--- src/rtl/xbar_out_arbiter.sv ---
// xbar_out_arbiter: round-robin switch allocator for one crossbar output.
// It locks the winning input from the head flit to the tail flit, so packets
// are never interleaved on this output.
//
// Ports:
//   clk_i        clock, all state updates on the rising edge
//   rst_i        synchronous active-high reset
//   req_i[4:0]   per-input request (bit0 N, bit1 S, bit2 W, bit3 E, bit4 L)
//   tail_i[4:0]  per-input tail marker, same bit order
//   out_ready_i  downstream can accept a flit this cycle
//   sel_o[2:0]   mux select code of the granted input (holds while idle)
//   grant_o[4:0] one-hot grant, zero while idle
//   valid_o      granted input presents a flit (combinational)
//   xfer_o       flit moves this cycle (combinational)
module xbar_out_arbiter (
    input  logic       clk_i,
    input  logic       rst_i,
    input  logic [4:0] req_i,
    input  logic [4:0] tail_i,
    input  logic       out_ready_i,
    output logic [2:0] sel_o,
    output logic [4:0] grant_o,
    output logic       valid_o,
    output logic       xfer_o
);

    localparam int unsigned NUM_PORTS = 5;
    localparam int unsigned IDX_W     = 3;

    typedef enum logic {
        IDLE   = 1'b0,
        LOCKED = 1'b1
    } state_t;

    state_t             r_state;
    logic [IDX_W-1:0]   r_ptr;
    logic [IDX_W-1:0]   r_sel;
    logic [4:0]         r_grant;

    logic               w_found;
    logic [IDX_W-1:0]   w_pick;
    logic               w_valid;
    logic               w_xfer;
    logic               w_tail_xfer;

    // First requester scanning from r_ptr upward with wrap at NUM_PORTS.
    always_comb begin
        logic [IDX_W:0] v_idx;
        w_found = 1'b0;
        w_pick  = '0;
        v_idx   = '0;
        for (int k = 0; k < NUM_PORTS; k++) begin
            v_idx = {1'b0, r_ptr} + (IDX_W+1)'(k);
            if (v_idx >= (IDX_W+1)'(NUM_PORTS)) begin
                v_idx = v_idx - (IDX_W+1)'(NUM_PORTS);
            end
            if (!w_found && req_i[v_idx[IDX_W-1:0]]) begin
                w_found = 1'b1;
                w_pick  = v_idx[IDX_W-1:0];
            end
        end
    end

    // r_grant is zero whenever the arbiter is idle, so masking suffices.
    assign w_valid     = (r_state == LOCKED) && ((req_i & r_grant) != 5'b0);
    assign w_xfer      = w_valid && out_ready_i;
    assign w_tail_xfer = w_xfer && ((tail_i & r_grant) != 5'b0);

    // Lock / release state machine with round-robin pointer.
    always_ff @(posedge clk_i) begin
        if (rst_i) begin
            r_state <= IDLE;
            r_ptr   <= '0;
            r_sel   <= '0;
            r_grant <= '0;
        end else begin
            case (r_state)
                IDLE: begin
                    if (w_found) begin
                        r_state <= LOCKED;
                        r_sel   <= w_pick;
                        r_grant <= 5'(5'b00001 << w_pick);
                    end
                end
                LOCKED: begin
                    // Pointer advances only when a packet completes.
                    if (w_tail_xfer) begin
                        r_state <= IDLE;
                        r_grant <= '0;
                        r_ptr   <= (r_sel == IDX_W'(NUM_PORTS - 1)) ? '0
                                                                    : r_sel + IDX_W'(1);
                    end
                end
                default: begin
                    r_state <= IDLE;
                    r_grant <= '0;
                end
            endcase
        end
    end

    assign sel_o   = r_sel;
    assign grant_o = r_grant;
    assign valid_o = w_valid;
    assign xfer_o  = w_xfer;

endmodule

--- config.mk ---
export PLATFORM = sky130hd
export DESIGN_NAME = xbar_out_arbiter
export DESIGN_NICKNAME = d
export VERILOG_FILES = /design/src/rtl/xbar_out_arbiter.sv
export SDC_FILE = /design/constraint.sdc
export NUM_CORES = 1
export LEC_CHECK = 0
export BUFFER_PORTS_ARGS = -buffer_cell sky130_fd_sc_hd__buf_2
export CAP_MARGIN = 20
export CORE_MARGIN = 4
export CORE_UTILIZATION = 30
export CTS_CLUSTER_DIAMETER = 30
export CTS_CLUSTER_SIZE = 24
export DETAILED_ROUTE_END_ITERATION = 10
export PLACE_DENSITY = 0.54
export SYNTH_ARGS = -nofsm -noshare
export SYNTH_HDL_FRONTEND = slang
export SYNTH_SLANG_ARGS = --single-unit
--- constraint.sdc ---
create_clock -name clk_i -period 3.8 [get_ports clk_i]
set_input_delay 0.76 -clock clk_i [delete_from_list [all_inputs] [get_ports clk_i]]
set_output_delay 0.76 -clock clk_i [all_outputs]
set_load 0.1 [all_outputs]
==> flow_metrics.py <==
metrics = {
    "sta": {
        "hold_viol": 0,
        "grt_setup_unrepaired": "false",
        "tightest_slew_ps": 481,
        "drv_slew": 0,
        "max_freq_mhz": 296,
        "finalClockSkew_ps": 4.04,
        "relSlewSlack": 0.670,
        "setup_tns_ps": 0,
        "fin_crit_sh": 0.888,
        "setup_viol": 0,
        "min_period_ps": 3370,
    },
    "synthesis": {
        "syn_avg_cell_area_um2": 7.78,
        "synth_area_um2": 1770,
        "syn_inst": 227,
        "ys.flop_type": "dfxtp_1",
        "yosys_warnings": 0,
        "syn-num-nets": 251,
        "synth-adder-area-share": 0.0822,
        "synth_top_cell_area_share": 0.136,
        "synth-simple-area-share": 0.279,
        "synth_seq_area_share": 0.136,
        "synth_cell_types": 66,
        "synth_area_leaders": "dfxtp_1, ha_1, a21oi_1",
        "synth_top_family_by_area": "compound AO/OA/AOI/OAI gates",
        "synth_enable_flop_cells": 0,
        "synth-compound-area-share": 0.325,
        "synth_top_area_cell": "dfxtp_1",
        "synth-xor-area-share": 0.0149,
        "yosys-mux-area-fraction": 0.0984,
        "async_reset_ff_frac": 0,
        "ys_ff_latch": 12,
    },
    "global_routing": {
        "use_met1": 0.210,
        "antenna_found_initial": 0,
        "grt_util_met2": 0.238,
        "grt_use_total": 0.145,
        "grt_start_max_net_pins": 24,
        "grt_busiest_layer": "met2",
        "overflow": 0,
        "grt_pass1_vias": 1750,
        "grt_pass1_wl_um": 8640,
        "use_met3": 0.0108,
    },
    "setup_path": {
        "reg2reg_from": "r_ptr[1]",
        "crit_path_end_kind": "flip-flop",
        "crit_type": "flip-flop to flip-flop",
        "crit_arrival_ps": 3510,
        "cp-start-kind": "flip-flop",
        "r2r_cells": 12,
        "r2r_end": "grant_o[1]",
        "cp_max_fo": 14,
        "cp_data_required_time_ps": 3940,
        "r2r_slack_ps": 430,
    },
    "floorplanning": {
        "die_y_um": 84.7,
        "io_pins": 23,
        "start_util": 0.315,
        "dieArea_um2": 7180,
        "num_rows": 27,
        "core_area_um2": 5610,
        "dieWidth_um": 84.7,
    },
    "final_layout": {
        "finalNetCount": 276,
        "layout_common_cells": "buf_2, nor2_1, nand2_1",
        "drive_above_1_share": 0.211,
        "syn_to_final_growth_pct": 15.4,
        "final_common_cell": "buf_2",
        "antenna_cells": 0,
        "finish.utilization": 0.364,
    },
    "power": {
        "pwr_density_cell_nw_per_um2": 235,
        "p_leak_nw": 0.882,
        "peakVddDrop_uv": 232,
        "p_total_mw": 0.479,
    },
    "clock_tree": {
        "insertion_delay_ps": 240,
        "cts_made_buffers": 3,
        "cts.sinks": 12,
        "tritoncts": "built",
        "postCtsHoldBufs": 0,
        "cts_root_buf": "clkbuf_8",
        "htreeDepth": 1,
        "cts_buffer_depth": 2,
        "postCtsSetupBuffers": 0,
        "cts.clk_slew.worst_paths_ps": 50,
        "post_cts_resized": 0,
    },
    "job": {
        "maxCapViolations": 0,
    },
    "routing": {
        "via_per_inst": 5.60,
        "routed_wl_um": 5150,
        "dr.first_iter.drc_count": 114,
        "drcViolationCount": 0,
        "routedWlPerCell_um": 15.9,
        "ant_nets": 0,
        "vias": 1809,
        "drtPass1Iterations": 5,
    },
    "worst_hold_path": {
        "min_from": "sel_o[2]",
        "whs_endpoint": "sel_o[2]",
        "holdPathStages": 2,
        "hold_path.class": "flip-flop to flip-flop",
    },
    "placement": {
        "place.gp.congestion": 0.806,
        "dp_hpwl_um": 3970,
        "portBuffers": 22,
    },
    "run_status": {
        "status": "finished clean",
    },
}
registers in the layout, summed over array words and instances, names as in the netlist:
signal,flops
sel_o,3
grant_o,5
r_ptr,3
r_state,1
per-layer routing:
metal | part of all wire | vias to the layer above
met5 | 0 | -
met4 | 0.0062 | 0
met3 | 0.042 | 5
met2 | 0.46 | 46
met1 | 0.49 | 855
li1 | - | 903
worst max path at each step:
stage / startpoint / endpoint / slack (ps) / cells after the start
floorplan: grant_o[0] / grant_o[2] / 210 / 7
global placement: r_ptr[0] / grant_o[2] / 500 / 11
detailed placement: r_ptr[1] / grant_o[2] / 460 / 12
CTS: r_ptr[1] / grant_o[1] / 430 / 12
global route: r_ptr[1] / grant_o[1] / 130 / 12
finish: r_ptr[1] / grant_o[1] / 430 / 12
metrics by stage:
step	worst slack, ps	hold slack [ps]	cells	instance area (um^2)
6_report	427	527	323	2040
5_1_grt	126	570	323	2040
4_1_cts	430	528	323	2040
3_5_place_dp	461	517	319	1980
3_3_place_gp	496	521	319	1980
2_1_floorplan	205	482	227	1780
cells by family (layout without fill, tap and decap cells):
kind of cell    after synthesis  after routing
compound gates               76             76
simple gates                 87             87
buf+inv                      25             49
flops                        12             12
fa+ha+maj                    11             11
mux                          13             13
xor+xnor                      3              3
where the power goes:
group          switching, mW  internal [mW]
clock network         0.0479         0.0916
logic                  0.135         0.0626
registers            0.00837          0.134
synth_stat cells, drive strengths merged, types with 6 or more instances:
master  count
nor2       20
nand2      19
a21oi      15
inv        14
dfxtp      12
ha         10
o21ai      10
buf         9
mux2i       8
nand2b      7
nand3       7
nor2b       6
final cells by class:
cell class / count / area [um^2]
clock buffer: 4 / 55.1
fill: 621 / 3570
inverter: 14 / 52.6
multi-input combinational: 190 / 1420
sequential: 12 / 240
tap: 72 / 90.1
timing repair buffer: 31 / 178
worst max-delay path, stage by stage, from the launching register on:
cell	delay, ps
dfxtp_1	330
buf_4	210
ha_1	190
inv_1	50
fa_1	460
or3_1	400
a221oi_1	340
o21a_1	220
nor3_2	80
o21a_1	200
o311ai_1	440
o21ai_1	160
a22o_1	210
No activity file was read; power rests on OpenSTA's default activity.
